[config.mk]
export PLATFORM = sky130hd
export DESIGN_NAME = delay_ctrl_master
export DESIGN_NICKNAME = d
export VERILOG_FILES = /design/src/rtl/delay_ctrl_pkg.sv /design/src/rtl/delay_cmd_latch.sv /design/src/rtl/delay_ctrl_master.sv
export SDC_FILE = /design/constraint.sdc
export NUM_CORES = 1
export LEC_CHECK = 0
export ABC_AREA = 1
export BUFFER_PORTS_ARGS = -buffer_cell sky130_fd_sc_hd__buf_2
export CAP_MARGIN = 20
export CORE_ASPECT_RATIO = 1.4
export CORE_MARGIN = 1
export CORE_UTILIZATION = 49
export CTS_BUF_LIST = sky130_fd_sc_hd__clkbuf_8
export DETAILED_ROUTE_END_ITERATION = 10
export PLACE_DENSITY = 0.88
export SYNTH_ARGS = -nofsm -noshare
export SYNTH_HDL_FRONTEND = slang
export SYNTH_SLANG_ARGS = --single-unit
[constraint.sdc]
create_clock -name i_clk -period 1.85 [get_ports i_clk]
set_input_delay 0.0925 -clock i_clk [delete_from_list [all_inputs] [get_ports i_clk]]
set_output_delay 0.0925 -clock i_clk [all_outputs]
set_load 0.01 [all_outputs]
[src/rtl/delay_ctrl_pkg.sv]
// Shared types, widths and the saturating step helper for the blink-delay
// control initiator.
package delay_ctrl_pkg;

  localparam int DELAY_W = 4;
  localparam int AVM_DW  = 32;
  localparam logic [DELAY_W-1:0] DELAY_MAX = 4'd15;

  typedef logic [2:0] state_t;

  localparam state_t ST_INIT_RD = 3'd0;
  localparam state_t ST_RD_WAIT = 3'd1;
  localparam state_t ST_IDLE    = 3'd2;
  localparam state_t ST_RD_REQ  = 3'd3;
  localparam state_t ST_WR_REQ  = 3'd4;

  // One step up (i_inc=1) or down, clamped to [0, DELAY_MAX].
  function automatic logic [DELAY_W-1:0] sat_step(input logic [DELAY_W-1:0] i_val,
                                                  input logic i_inc);
    logic [DELAY_W-1:0] w_res;
    if (i_inc) begin
      w_res = (i_val == DELAY_MAX) ? i_val : i_val + 4'd1;
    end else begin
      w_res = (i_val == 4'd0) ? i_val : i_val - 4'd1;
    end
    return w_res;
  endfunction

endpackage

[src/rtl/delay_cmd_latch.sv]
// Pending-command slots for slower/faster/restore. Pulses merge per kind;
// the decode sees live pulses too so an IDLE pulse is served without delay.
module delay_cmd_latch (
  input  logic i_clk,
  input  logic i_reset,
  input  logic i_slower,
  input  logic i_faster,
  input  logic i_restore,
  input  logic i_consume,
  output logic o_go_write,
  output logic o_go_read,
  output logic o_inc
);

  logic r_slower;
  logic r_faster;
  logic r_restore;
  logic w_slower;
  logic w_faster;
  logic w_restore;

  assign w_slower  = r_slower  | i_slower;
  assign w_faster  = r_faster  | i_faster;
  assign w_restore = r_restore | i_restore;

  // Set on pulse, cleared together when the FSM consumes them.
  always_ff @(posedge i_clk) begin
    if (i_reset) begin
      r_slower  <= 1'b0;
      r_faster  <= 1'b0;
      r_restore <= 1'b0;
    end else if (i_consume) begin
      r_slower  <= 1'b0;
      r_faster  <= 1'b0;
      r_restore <= 1'b0;
    end else begin
      r_slower  <= w_slower;
      r_faster  <= w_faster;
      r_restore <= w_restore;
    end
  end

  // Restore wins; slower together with faster cancels out.
  assign o_go_write = w_restore;
  assign o_go_read  = ~w_restore & (w_slower ^ w_faster);
  assign o_inc      = w_slower;

endmodule

[src/rtl/delay_ctrl_master.sv]
// Avalon-MM initiator turning key command pulses into read-modify-write
// transactions on the delay register, with a local mirror of the value.
module delay_ctrl_master
  import delay_ctrl_pkg::*;
#(
  parameter logic [3:0] DELAY_ADDR    = 4'd0,
  parameter logic [3:0] DEFAULT_DELAY = 4'd8,
  parameter logic [7:0] TIMEOUT       = 8'd255
) (
  input  logic               i_clk,
  input  logic               i_reset,
  input  logic               i_slower,
  input  logic               i_faster,
  input  logic               i_restore,
  output logic [DELAY_W-1:0] o_delay,
  output logic               o_busy,
  output logic               o_error,
  output logic [3:0]         o_avm_address,
  output logic               o_avm_read,
  output logic               o_avm_write,
  output logic [AVM_DW-1:0]  o_avm_writedata,
  output logic [3:0]         o_avm_byteenable,
  input  logic [AVM_DW-1:0]  i_avm_readdata,
  input  logic               i_avm_readdatavalid,
  input  logic               i_avm_waitrequest
);

  state_t               r_state;
  logic                 r_read;
  logic                 r_write;
  logic [3:0]           r_addr;
  logic [AVM_DW-1:0]    r_wdata;
  logic [3:0]           r_be;
  logic [DELAY_W-1:0]   r_delay;
  logic                 r_busy;
  logic                 r_error;
  logic [7:0]           r_tmo;
  logic                 r_inc;
  logic                 r_init;

  logic                 w_consume;
  logic                 w_go_write;
  logic                 w_go_read;
  logic                 w_inc;
  logic                 w_tmo_hit;
  logic [DELAY_W-1:0]   w_rd_val;
  logic                 w_unused_rd_hi;

  assign w_consume      = (r_state == ST_IDLE);
  assign w_tmo_hit      = (r_tmo == TIMEOUT);
  assign w_rd_val       = i_avm_readdata[DELAY_W-1:0];
  assign w_unused_rd_hi = ^i_avm_readdata[AVM_DW-1:DELAY_W];

  delay_cmd_latch u_cmd (
    .i_clk      (i_clk),
    .i_reset    (i_reset),
    .i_slower   (i_slower),
    .i_faster   (i_faster),
    .i_restore  (i_restore),
    .i_consume  (w_consume),
    .o_go_write (w_go_write),
    .o_go_read  (w_go_read),
    .o_inc      (w_inc)
  );

  // Transaction FSM; all bus outputs are registered and only change on a state move.
  always_ff @(posedge i_clk) begin
    if (i_reset) begin
      r_state <= ST_INIT_RD;
      r_read  <= 1'b1;
      r_write <= 1'b0;
      r_addr  <= DELAY_ADDR;
      r_wdata <= {AVM_DW{1'b0}};
      r_be    <= 4'b0001;
      r_delay <= DEFAULT_DELAY;
      r_busy  <= 1'b1;
      r_error <= 1'b0;
      r_tmo   <= 8'd0;
      r_inc   <= 1'b0;
      r_init  <= 1'b1;
    end else begin
      case (r_state)
        ST_IDLE: begin
          if (w_go_write) begin
            r_write <= 1'b1;
            r_wdata <= {{(AVM_DW-DELAY_W){1'b0}}, DEFAULT_DELAY};
            r_state <= ST_WR_REQ;
            r_busy  <= 1'b1;
            r_tmo   <= 8'd0;
          end else if (w_go_read) begin
            r_read  <= 1'b1;
            r_inc   <= w_inc;
            r_state <= ST_RD_REQ;
            r_busy  <= 1'b1;
            r_tmo   <= 8'd0;
          end else begin
            r_tmo   <= 8'd0;
          end
        end
        ST_INIT_RD, ST_RD_REQ: begin
          if (!i_avm_waitrequest) begin
            r_read  <= 1'b0;
            r_state <= ST_RD_WAIT;
            r_tmo   <= 8'd0;
          end else if (w_tmo_hit) begin
            r_read  <= 1'b0;
            r_error <= 1'b1;
            r_init  <= 1'b0;
            r_state <= ST_IDLE;
            r_busy  <= 1'b0;
          end else begin
            r_tmo   <= r_tmo + 8'd1;
          end
        end
        ST_RD_WAIT: begin
          if (i_avm_readdatavalid) begin
            r_delay <= w_rd_val;
            r_tmo   <= 8'd0;
            if (r_init) begin
              r_init  <= 1'b0;
              r_state <= ST_IDLE;
              r_busy  <= 1'b0;
            end else begin
              r_write <= 1'b1;
              r_wdata <= {{(AVM_DW-DELAY_W){1'b0}}, sat_step(w_rd_val, r_inc)};
              r_state <= ST_WR_REQ;
            end
          end else if (w_tmo_hit) begin
            r_error <= 1'b1;
            r_init  <= 1'b0;
            r_state <= ST_IDLE;
            r_busy  <= 1'b0;
          end else begin
            r_tmo   <= r_tmo + 8'd1;
          end
        end
        ST_WR_REQ: begin
          if (!i_avm_waitrequest) begin
            r_write <= 1'b0;
            r_delay <= r_wdata[DELAY_W-1:0];
            r_state <= ST_IDLE;
            r_busy  <= 1'b0;
          end else if (w_tmo_hit) begin
            r_write <= 1'b0;
            r_error <= 1'b1;
            r_state <= ST_IDLE;
            r_busy  <= 1'b0;
          end else begin
            r_tmo   <= r_tmo + 8'd1;
          end
        end
        default: begin
          r_read  <= 1'b0;
          r_write <= 1'b0;
          r_state <= ST_IDLE;
          r_busy  <= 1'b0;
          r_init  <= 1'b0;
        end
      endcase
    end
  end

  assign o_delay          = r_delay;
  assign o_busy           = r_busy;
  assign o_error          = r_error;
  assign o_avm_address    = r_addr;
  assign o_avm_read       = r_read;
  assign o_avm_write      = r_write;
  assign o_avm_writedata  = r_wdata;
  assign o_avm_byteenable = r_be;

endmodule
# Word-level counts from Yosys, hierarchy flattened
# Index checks and enable logic that the tools add are counted.
# W data, S select, Z words.
dict set report word_totals {
  register_bits 56
  output_inout_bits 48
  word_cells 112
}
dict set report classes {
  addsub 3
  eq_ne 20
  n_mux 47
  bitwise 9
  n_reduce_logical 20
}
# cell count
set op_table {}
lappend op_table {{$mux W32} 3}
lappend op_table {{$pmux W32 S2} 1}
lappend op_table {{$mux W8} 4}
lappend op_table {{$pmux W8 S4} 1}
lappend op_table {{$mux W3} 7}
lappend op_table {{$mux W4} 5}
lappend op_table {{$mux W1} 19}
lappend op_table {{$ne A2 B2 Y1 const B} 9}
lappend op_table {{$ne A3 B3 Y1 const B} 4}
lappend op_table {{$pmux W3 S4} 1}
lappend op_table {{$reduce_and A3 Y1} 4}
lappend op_table {{$add A8 B1 Y8 const B} 1}
lappend op_table {{$eq A8 B8 Y1 const B} 1}
lappend op_table {{$pmux W1 S4} 2}
lappend op_table {{$pmux W4 S2} 1}
lappend op_table {{$reduce_and A4 Y1} 2}
lappend op_table {{$reduce_or A2 Y1} 4}
lappend op_table {{$eq A3 B2 Y1 const B} 2}
lappend op_table {{$pmux W1 S3} 2}
lappend op_table {{$reduce_bool A2 Y1} 3}
lappend op_table {{$reduce_and A5 Y1} 1}
lappend op_table {{$add A4 B1 Y4 const B} 1}
lappend op_table {{$eq A4 B4 Y1 const B} 1}
lappend op_table {{$logic_not A4 Y1} 1}
lappend op_table {{other kinds (13)} 19}

# Longest topological paths before layout
# Gate-level depths: netlist of run 1.
dict set report depth {
  ltp_word 6
  depth_mapped 10
  ltp_nobuf 9
}

# Cells and area by module
# A second synthesis of run 1 with hierarchy kept.
dict set report unflattened {
  hier_cells 297
  area_unflattened_um2 2019.4
}
# mod n_inst cells_each area_each_um2 seq_area_each_um2
set by_module_without_submodules {}
lappend by_module_without_submodules {delay_ctrl_master 1 281 1905.6 500.5}
lappend by_module_without_submodules {delay_cmd_latch 1 16 113.9 60.1}

# Least setup slack after synthesis of run 1
# OpenSTA, ideal clock, no wires.
dict set report synth_path {
  path_type {register to register}
  from {reg r_tmo[0]}
  to {reg r_init}
  setup_ns 0.119
  t_arrival_ns 1.256
  path_slack_ns 0.475
  path_stages_with_launch 10
  n_path_buf 1
  cell_sequence {dfxtp_1 > ha_1 > nand2_1 > nor2_1 > nand2_1 > buf_6 > inv_1 > a21oi_1 > o21ai_0 > nand2_1}
}
dict set report synth_between {
  elab_chain_len 4
  word_cells_on_any_way 5
  cone_classes {eq/ne: 1; mux: 4}
}
# element line_no
set synth_rtl {}
lappend synth_rtl {{start: declaration} delay_ctrl_master.sv:37} ;# logic [7:0] r_tmo;
lappend synth_rtl {{start signal: assignment} delay_ctrl_master.sv:112} ;# r_tmo <= r_tmo + 8'd1;
lappend synth_rtl {{start signal: assignment} delay_ctrl_master.sv:134} ;# r_tmo <= r_tmo + 8'd1;
lappend synth_rtl {{start signal: assignment} delay_ctrl_master.sv:149} ;# r_tmo <= r_tmo + 8'd1;
lappend synth_rtl {{$eq A8 B8 Y1 (*)} delay_ctrl_master.sv:50} ;# assign w_tmo_hit = (r_tmo == TIMEOUT);
lappend synth_rtl {{$mux W1 (*)} n/a}
lappend synth_rtl {{$mux W1, on equally long branches} n/a}
lappend synth_rtl {{$pmux W1 S3 (*)} n/a}
lappend synth_rtl {{end signal: assignment} delay_ctrl_master.sv:80} ;# r_init <= 1'b1;
lappend synth_rtl {{end signal: assignment} delay_ctrl_master.sv:108} ;# r_init <= 1'b0;
lappend synth_rtl {{end signal: assignment} delay_ctrl_master.sv:120} ;# r_init <= 1'b0;
lappend synth_rtl {{end: declaration} delay_ctrl_master.sv:39} ;# logic r_init;
# Every way passes the cells marked *; elsewhere a longest branch is shown, timed or not. The select of a mux whose other input is x is not followed.
# A chain may end at the register's enable or synchronous reset.

# Worst setup path after layout of run 1
# Ends and elaborated chain as after synthesis.

==> flow_metrics.env, run 1 <==
export IMPL_status="complete, no violations"
export IMPL_p_comb_share_pct=38.2
export IMPL_seq_area_um2=561
export IMPL_fin_util_pct=52.4
export IMPL_final_cell_mix="60 x nand2_1, 36 x conb_1, 34 x nor2_1"
export IMPL_dp_slack_ns=0.181
export IMPL_hold_viol_final=0
export IMPL_final_setup_viol_count=0
export IMPL_die_x_um=55.7
export IMPL_h_tree_depth=1
export IMPL_overflow=0
export IMPL_antenna_found_initial=0
export IMPL_ant_nets=0
export IMPL_nets=361
export IMPL_synth_cells=297
export IMPL_startpoint_type="flop"
export IMPL_root_buffer="clkbuf_8"
export IMPL_yosysSeqAreaShare_pct=28.3
export IMPL_critical_path_class="flop to flop"
export IMPL_p_leak_nw=1.04
export IMPL_crit_required_ns=2.02
export IMPL_track_usage_pct=18.8
export IMPL_yosysWarnings=0
export IMPL_rr_worst_depth=8
export IMPL_vias_per_cell=5.07
export IMPL_yosys_cell_types_count=33
export IMPL_r2r_slack_ns=0.25
export IMPL_worst_r2r_endpoint="r_init"
export IMPL_n_fill_cell=381
export IMPL_finalWeightedCongestion=0.817
export IMPL_cts_sinks=28
export IMPL_multi_input_area_mm2=0.00112
export IMPL_slew_violations=0
export IMPL_core_mm2=0.00388
export IMPL_insertion_delay_ns=0.28
export IMPL_finalCritPeriodShare_pct=86.6
export IMPL_final_common_cell="nand2_1"
export IMPL_fin_ws_ns=0.248
export IMPL_drc=0
export IMPL_wl_um=3910
export IMPL_first_iter_violations=53
export IMPL_worstHoldStart="i_slower"
export IMPL_dieArea_mm2=0.00430
export IMPL_skew_ns=0.00703
export IMPL_regToRegStartpoint="r_tmo[0]"
export IMPL_wl_per_cell_um=10.8
export IMPL_p_int_mw=1.12
export IMPL_synth_seq_cells=28
export IMPL_power_frac_seq_pct=41.3
export IMPL_cts_buffers=3
export IMPL_rsz0062_at_grt="false"
export IMPL_critPathMaxFanout=11
export IMPL_crit_start="r_tmo[0]"
export IMPL_worstPathArrival_ns=1.77
export IMPL_avgSynthCellArea_um2=6.66
export IMPL_vias=1830
export IMPL_switching_share_pct=39.9
export IMPL_fin_crit_ns=1.60
export IMPL_end_kind="flop"
export IMPL_power_density_mw_per_mm2=917
export IMPL_power_frac_clock_pct=20.5
export IMPL_grt_max_degree=16
export IMPL_port_buffers=22
export IMPL_hold_depth=3
export IMPL_post_cts_buffers=0
export IMPL_clk_pin_slew_ns=0.10
export IMPL_grt_pass1_vias=1584
export IMPL_hp_class="input port to flop"
export IMPL_diodes=0
export IMPL_pin_count=87
export IMPL_hold_buffers=0
export IMPL_ir_drop_uv=591
export IMPL_place_hpwl_um=3040
export IMPL_setup_tns_ns=0
export IMPL_firstDrtPassIters=4
export IMPL_row_count=27
export IMPL_synth_area_mm2=0.00198
export IMPL_start_util_pct=51.0
export IMPL_holdPathEnd="u_cmd.r_slower"
export IMPL_cts_resized=0
export IMPL_cts_tree="done"
export IMPL_die_h_um=77.2
export IMPL_clk_path_buf_depth=2
export IMPL_syn_to_final_growth_pct=2.84
export IMPL_fmaxAchievable_mhz=624
export IMPL_grt_pass1_wl_um=6590
export IMPL_drive_gt1_share_pct=17.9
export IMPL_maxCapViolCount=0
export IMPL_p_sw_mw=0.746
cells in the mapped netlist, drive strengths merged:
cell | instances | area, µm²
nand2 | 70 | 290
nor2 | 38 | 158
buf | 37 | 282
inv | 36 | 135
nand3 | 31 | 180
dfxtp | 28 | 561
o21ai | 18 | 109
a21oi | 15 | 90.1
xor2 | 4 | 35.0
ha | 3 | 37.5
nand4 | 3 | 18.8
o211ai | 3 | 22.5
clkbuf | 2 | 11.3
conb | 2 | 7.51
nor3 | 2 | 10.0
a31oi | 1 | 6.26
clkinv | 1 | 5.00
o21bai | 1 | 7.51
o31ai | 1 | 7.51
or2 | 1 | 6.26
worst max path at each step:
stage                to  slack, ns
6_report         r_init       0.25
5_1_grt        r_tmo[2]       0.02
4_1_cts        r_tmo[2]       0.15
3_5_place_dp   r_tmo[2]       0.18
3_3_place_gp   r_tmo[2]       0.19
2_1_floorplan    r_init       0.48
metal layers:
layer / track usage [%] / vias to the layer above / share of wire [%]
met5: 0 / - / 0
met4: 11.0 / 0 / 3.0
met3: 1.69 / 14 / 5.5
met2: 35.5 / 83 / 52
met1: 19.7 / 821 / 40
li1: - / 912 / -
critical path: stages (launching register included):
cell	delay, ns
dfxtp_1	0.38
ha_1	0.20
nand2_1	0.12
nor2_1	0.17
nand2_2	0.19
inv_1	0.14
a21oi_1	0.05
o21ai_0	0.18
nand2_1	0.07
power by group through the flow:
stage               sequential [mW]  clock (mW)  combinational (mW)
floorplan                     0.792           0               0.572
global placement              0.779           0               0.682
detailed placement            0.784           0               0.700
CTS                           0.770       0.386               0.707
global route                  0.782       0.416               0.802
finish                        0.771       0.384               0.712
cell families (layout without fill, tap and decap cells):
family	count (synthesis)	in the layout	share of synthesized area (%)
xor gates and xnor gates	4	4	1.77
DFF	28	28	28.3
AOI/OAI and AO/OA	39	39	12.3
and+or+nand+nor	145	145	33.5
buffers and inverters	76	63	21.9
other	2	36	0.379
adders and majority gates	3	3	1.90
state kept, by name (all words and copies together) (netlist names):
name / cells
o_avm_writedata: 4
o_avm_read: 1
o_avm_write: 1
o_delay: 4
r_state: 3
u_cmd.r_restore: 1
u_cmd.r_slower: 1
r_init: 1
o_error: 1
o_busy: 1
u_cmd.r_faster: 1
r_inc: 1
r_tmo: 8
stage by stage:
step | hold slack [ns] | total power, mW | instance area [µm²] | cells
2_1_floorplan | 0.239 | 1.36 | 2110 | 331
3_3_place_gp | 0.349 | 1.46 | 1980 | 357
3_5_place_dp | 0.363 | 1.48 | 1980 | 357
4_1_cts | 0.0679 | 1.86 | 2030 | 361
5_1_grt | 0.114 | 2.00 | 2040 | 361
6_report | 0.0640 | 1.87 | 2040 | 361
final cells by class:
type	instances	share of cell area, %
Multi-Input combinational cell	227	54.8
Sequential cell	28	27.5
Inverter	37	6.88
Timing Repair Buffer	22	5.41
Clock buffer	4	2.70
Tap cell	43	2.64
Power figures use the tool's default switching activity.
==> run 2: changes to the inputs <==
--- a/config.mk
+++ b/config.mk
@@ -5,7 +5,6 @@
 export SDC_FILE = /design/constraint.sdc
 export NUM_CORES = 1
 export LEC_CHECK = 0
-export ABC_AREA = 1
 export BUFFER_PORTS_ARGS = -buffer_cell sky130_fd_sc_hd__buf_2
 export CAP_MARGIN = 20
 export CORE_ASPECT_RATIO = 1.4
@@ -13,7 +12,7 @@
 export CORE_UTILIZATION = 49
 export CTS_BUF_LIST = sky130_fd_sc_hd__clkbuf_8
 export DETAILED_ROUTE_END_ITERATION = 10
-export PLACE_DENSITY = 0.88
+export PLACE_DENSITY = 0.89
 export SYNTH_ARGS = -nofsm -noshare
 export SYNTH_HDL_FRONTEND = slang
 export SYNTH_SLANG_ARGS = --single-unit
==> flow_metrics.env, run 2 <==
export IMPL_status="complete, no violations"
export IMPL_fin_crit_ns=1.70
export IMPL_p_leak_nw=0.875
export IMPL_insertion_delay_ns=0.27
export IMPL_worstPathArrival_ns=1.89
export IMPL_synthTopCellsByArea="dfxtp_1 29%, buf_4 15%, nor2_1 5.0%"
export IMPL_ys_async_sr_fraction_pct=0
export IMPL_synth_edf_count=0
export IMPL_fin_ws_ns=0.147
export IMPL_cts_resized=0
export IMPL_synth_seq_cells=28
export IMPL_antenna_found_initial=0
export IMPL_overflow=0
export IMPL_crit_path_end="o_avm_writedata[3]"
export IMPL_drive_gt1_share_pct=19.3
export IMPL_wl_um=3930
export IMPL_worst_r2r_endpoint="o_avm_writedata[3]"
export IMPL_start_util_pct=52.1
export IMPL_crit_required_ns=2.04
export IMPL_skew_ns=0.00369
export IMPL_critPathSlowestCell="dfxtp_1"
export IMPL_synthAdderAreaFrac_pct=1.94
export IMPL_synthTopCellsByCount="39 x buf_4, 28 x dfxtp_1, 26 x nor2_1, 22 x nand2_1, 14 x a21oi_1"
export IMPL_finalWeightedCongestion=0.813
export IMPL_first_iter_violations=60
export IMPL_maxCapViolCount=0
export IMPL_ant_nets=0
export IMPL_synth_mux_area_share_pct=2.78
export IMPL_h_tree_depth=1
export IMPL_crit_cells=6
export IMPL_diodes=0
export IMPL_r2r_slack_ns=0.15
export IMPL_grt_pass1_wl_um=6620
export IMPL_regToRegStartpoint="r_state[1]"
export IMPL_largest_reg_flops=8
export IMPL_crit_buf_inv=1
export IMPL_yosysSeqAreaShare_pct=29.0
export IMPL_synth_top_family_by_area="simple AND/OR/NAND/NOR gates"
export IMPL_slew_violations=0
export IMPL_dieArea_mm2=0.00420
export IMPL_max_stage_delay_ns=0.36
export IMPL_grt_pass1_vias=1565
export IMPL_hp_class="input port to flop"
export IMPL_regMostFlops="r_tmo"
export IMPL_synth_cells=243
export IMPL_power_density_mw_per_mm2=784
export IMPL_power_total_mw=1.60
export IMPL_nets=313
export IMPL_pin_count=87
export IMPL_fmaxAchievable_mhz=587
export IMPL_ir_drop_uv=639
export IMPL_row_count=26
export IMPL_vias=1733
export IMPL_crit_chain="buf_4 -> nand3b_1 -> o22a_1 -> nor2_1 -> nor2_1 -> a211oi_1"
export IMPL_die_h_um=76.3
export IMPL_core_mm2=0.00371
export IMPL_yosysWarnings=0
export IMPL_port_buffers=22
export IMPL_synth_flop_cell="dfxtp_1"
export IMPL_synth_simple_area_share_pct=24.0
export IMPL_die_x_um=55.1
export IMPL_critical_path_top_delay_family="simple AND/OR/NAND/NOR gates"
export IMPL_place_hpwl_um=3090
export IMPL_critPathMaxFanout=11
export IMPL_track_usage_pct=20.5
export IMPL_drc=0
export IMPL_final_cell_mix="36 x conb_1, 28 x dfxtp_1, 25 x nor2_1"
export IMPL_root_buffer="clkbuf_8"
export IMPL_synth_xor_area_share_pct=3.17
export IMPL_end_kind="flop"
export IMPL_clk_pin_slew_ns=0.09
export IMPL_hold_buffers=0
export IMPL_n_fill_cell=352
export IMPL_dp_slack_ns=0.0988
export IMPL_vias_per_cell=5.57
export IMPL_grt_max_degree=26
export IMPL_cts_sinks=28
export IMPL_synth_top_area_cell="dfxtp_1"
export IMPL_yosys_cell_types_count=51
export IMPL_clk_path_buf_depth=2
export IMPL_crit_start="r_state[1]"
export IMPL_holdWs_ns=0.127
export IMPL_synth_most_common_cell="buf_4"
export IMPL_syn_to_final_growth_pct=5.31
export IMPL_hold_viol_final=0
export IMPL_setup_tns_ns=0
export IMPL_rsz0062_at_grt="false"
export IMPL_finalCritPeriodShare_pct=92.0
export IMPL_final_common_cell="conb_1"
export IMPL_cpMostUsedCell="nor2_1"
export IMPL_cts_tree="done"
export IMPL_synth_top_area_share_pct=29.0
export IMPL_cts_buffers=3
export IMPL_synth_area_mm2=0.00193
export IMPL_critical_path_class="flop to flop"
export IMPL_startpoint_type="flop"
export IMPL_synth_compound_area_share_pct=19.5
export IMPL_firstDrtPassIters=4
export IMPL_final_setup_viol_count=0
export IMPL_avgSynthCellArea_um2=7.96
export IMPL_wl_per_cell_um=12.6
export IMPL_rr_worst_depth=6
export IMPL_post_cts_buffers=0
[run 2: cell count changes after synthesis, moves of 5 or more]
cell      previous run  this run
nand2_1             61        22
inv_1               31         7
inv_2                5         0
nor2_1              34        26
nor3_1               2         9
a31oi_1              1         8
nand3_1             26         7
o21ai_0             13         7
nand2b_1             0         5
nand2_2              8         1
nand3_2              5         0
[run 2: per-layer routing]
metal  vias to the layer above  GRT usage [%]  share of wire, %
met2                        70           34.3                54
met4                         0           9.00               3.1
li1                        844              -                 -
met3                        14           3.19               4.9
met1                       805           24.3                38
met5                         -              0                 0
[run 2: layout make-up]
| type | instances | area [µm²] | area share (%) |
|---|---|---|---|
| clock buffers | 3 | 41.3 | 2.03 |
| inverters | 7 | 26.3 | 1.29 |
| multi-input cells | 194 | 1130 | 55.6 |
| flip-flops and latches | 28 | 561 | 27.5 |
| well taps | 42 | 52.6 | 2.58 |
| repair buffers | 37 | 223 | 10.9 |
[run 2: worst register-to-register path: stages, from the launching register on]
cell and delay (ns):
dfxtp_1 0.36, buf_4 0.19, nand3b_1 0.25, o22a_1 0.29
nor2_1 0.27, nor2_1 0.07, a211oi_1 0.21
[run 2: logic make-up (layout without fill, tap and decap cells)]
family | count (synthesis) | in the layout
XOR/XNOR | 7 | 7
other | 2 | 36
AND/OR/NAND/NOR | 89 | 89
flip-flops | 28 | 28
buffers and inverters | 55 | 47
adder cells (fa/ha/maj) | 3 | 3
multiplexers | 4 | 4
AO/OA/AOI/OAI | 55 | 55
[run 2: per-stage QoR]
| step | std cells | area (µm²) | utilization, % |
|---|---|---|---|
| after global placement | 308 | 1990 | 53.7 |
| after CTS | 311 | 2030 | 54.8 |
| after global routing | 311 | 2040 | 54.9 |
| final | 311 | 2040 | 54.9 |
| after floorplan | 277 | 2060 | - |
| after detailed placement | 308 | 1990 | 53.7 |
[run 2: worst min-delay path by stage]
stage                                  from            endpoint  slack, ns  cells after the start
final                     i_avm_readdata[0]          o_delay[0]       0.13                      3
after global routing      i_avm_readdata[1]          o_delay[1]       0.16                      3
after CTS                 i_avm_readdata[0]          o_delay[0]       0.12                      3
after detailed placement  i_avm_readdata[0]          o_delay[0]       0.41                      3
after global placement             i_faster      u_cmd.r_faster       0.41                      3
after floorplan                     i_reset  o_avm_writedata[0]       0.21                      1
[run 2: power by group]
group          total (mW)  internal [mW]  switching, mW
Clock               0.325          0.146          0.179
Combinational       0.549          0.228          0.321
Sequential          0.722          0.664         0.0581
Total                1.60           1.04          0.558
==> run 3: changes to the inputs <==
==> constraint.sdc (replaced) <==
create_clock -name i_clk -period 1.75 [get_ports i_clk]
set_input_delay 0.0875 -clock i_clk [delete_from_list [all_inputs] [get_ports i_clk]]
set_output_delay 0.0875 -clock i_clk [all_outputs]
set_load 0.01 [all_outputs]
==> flow_metrics.env, run 3 (same netlist as run 2, synthesis figures left out) <==
export IMPL_place_hpwl_um=3200
export IMPL_maxCapViolCount=0
export IMPL_cts_sinks=28
export IMPL_worst_r2r_endpoint="r_tmo[5]"
export IMPL_die_h_um=76.3
export IMPL_wl_per_cell_um=13.2
export IMPL_grt_pass1_vias=1624
export IMPL_regMostFlops="r_tmo"
export IMPL_critPathSlowestCell="or4_1"
export IMPL_crit_chain="buf_4 -> nor2_8 -> a21oi_1 -> or4_1 -> xor2_1 -> nor2_1"
export IMPL_insertion_delay_ns=0.28
export IMPL_drc=0
export IMPL_ir_drop_uv=451
export IMPL_grt_use_met2_pct=38.3
export IMPL_track_usage_pct=21.4
export IMPL_largest_reg_flops=8
export IMPL_slew_violations=0
export IMPL_grt_use_met1_pct=24.1
export IMPL_critical_path_top_delay_family="simple AND/OR/NAND/NOR gates"
export IMPL_max_stage_delay_ns=0.51
export IMPL_final_common_cell="conb_1"
export IMPL_setup_tns_ns=0
export IMPL_hp_class="input port to flop"
export IMPL_met3_usage_pct=2.20
export IMPL_r2r_slack_ns=0.11
export IMPL_overflow=0
export IMPL_diodes=0
export IMPL_row_count=26
export IMPL_pin_count=87
export IMPL_power_total_mw=1.73
export IMPL_final_cell_mix="36 x conb_1, 27 x dfxtp_1, 25 x nor2_1"
export IMPL_rr_worst_depth=6
export IMPL_crit_start="r_state[0]"
export IMPL_drive_gt1_share_pct=21.0
export IMPL_crit_buf_inv=1
export IMPL_clk_path_buf_depth=2
export IMPL_worstPathArrival_ns=1.81
export IMPL_start_util_pct=52.1
export IMPL_grt_max_degree=26
export IMPL_h_tree_depth=1
export IMPL_top_usage_layer="met2"
export IMPL_n_fill_cell=372
export IMPL_regToRegStartpoint="r_state[0]"
export IMPL_die_x_um=55.1
export IMPL_final_setup_viol_count=0
export IMPL_fin_crit_ns=1.64
export IMPL_antenna_found_initial=0
export IMPL_core_mm2=0.00371
export IMPL_nets=316
export IMPL_wl_um=4150
export IMPL_rsz0062_at_grt="false"
export IMPL_cts_buffers=3
export IMPL_startpoint_type="flop"
export IMPL_ant_nets=0
export IMPL_post_cts_buffers=0
export IMPL_skew_ns=0.00637
export IMPL_crit_path_end="r_tmo[5]"
export IMPL_critPathMaxFanout=9
export IMPL_first_iter_violations=74
export IMPL_vias_per_cell=5.55
export IMPL_root_buffer="clkbuf_8"
export IMPL_finalCritPeriodShare_pct=93.9
export IMPL_grt_pass1_wl_um=6890
export IMPL_hold_buffers=0
export IMPL_firstDrtPassIters=4
export IMPL_crit_required_ns=1.92
export IMPL_crit_cells=6
export IMPL_status="complete, no violations"
export IMPL_fmaxAchievable_mhz=609
export IMPL_p_leak_nw=0.888
export IMPL_syn_to_final_growth_pct=7.18
export IMPL_critical_path_class="flop to flop"
export IMPL_cts_tree="done"
export IMPL_hold_viol_final=0
export IMPL_end_kind="flop"
export IMPL_vias=1743
export IMPL_port_buffers=22
export IMPL_dieArea_mm2=0.00420
export IMPL_power_density_mw_per_mm2=833
export IMPL_finalWeightedCongestion=0.806
export IMPL_clk_pin_slew_ns=0.10
-- run 3: worst min-delay path by stage --
stage | from | end | slack [ns] | cells after the start
4_1_cts | i_slower | u_cmd.r_slower | 0.13 | 3
3_3_place_gp | i_slower | u_cmd.r_slower | 0.41 | 3
3_5_place_dp | i_slower | u_cmd.r_slower | 0.41 | 3
2_1_floorplan | i_reset | o_avm_writedata[0] | 0.20 | 1
5_1_grt | i_avm_readdata[1] | o_delay[1] | 0.16 | 3
6_report | i_slower | u_cmd.r_slower | 0.12 | 3
-- run 3: layer usage --
layer,vias up,part of all wire (%)
met5,-,0
met4,0,2.0
met3,10,3.9
met2,60,56
met1,834,38
li1,839,-
-- run 3: tightest hold or removal path: stages --
cell,delay [ns]
buf_2,0.09
nor2_1,0.06
nor3_1,0.11
-- run 3: metrics by stage --
stage | hold WS, ns | std cells | util [%] | setup WS (ns) | area (µm²)
after global routing | 0.158 | 314 | 55.9 | 0.00899 | 2070
after detailed placement | 0.414 | 311 | 54.3 | 0.00775 | 2010
after CTS | 0.126 | 314 | 55.4 | 0.000692 | 2060
after floorplan | 0.205 | 277 | - | 0.135 | 2060
final | 0.115 | 314 | 55.9 | 0.107 | 2070
after global placement | 0.408 | 311 | 54.3 | 0.0110 | 2010
-- run 3: cell type report --
type                    count  area, µm²  share of cell area [%]
multi-input cells         194       1140                    55.3
flip-flops and latches     28        562                    27.1
inverters                   7       26.3                    1.27
clock buffers               3       41.3                    1.99
repair buffers             40        245                    11.8
well taps                  42       52.6                    2.54
-- run 3: power breakdown --
part / switching [mW] / total [mW] / leakage [nW] / internal, mW
Clock: 0.201 / 0.356 / 0.0216 / 0.155
Combinational: 0.334 / 0.592 / 0.637 / 0.258
Sequential: 0.0758 / 0.779 / 0.229 / 0.703
-- run 3: timing repair --
| action | 4_1_cts | 5_1_grt |
|---|---|---|
| endpoints found under the setup margin | 0 | 13 |
| hold endpoints to repair | 0 | 0 |
| resized for setup | 0 | 5 |
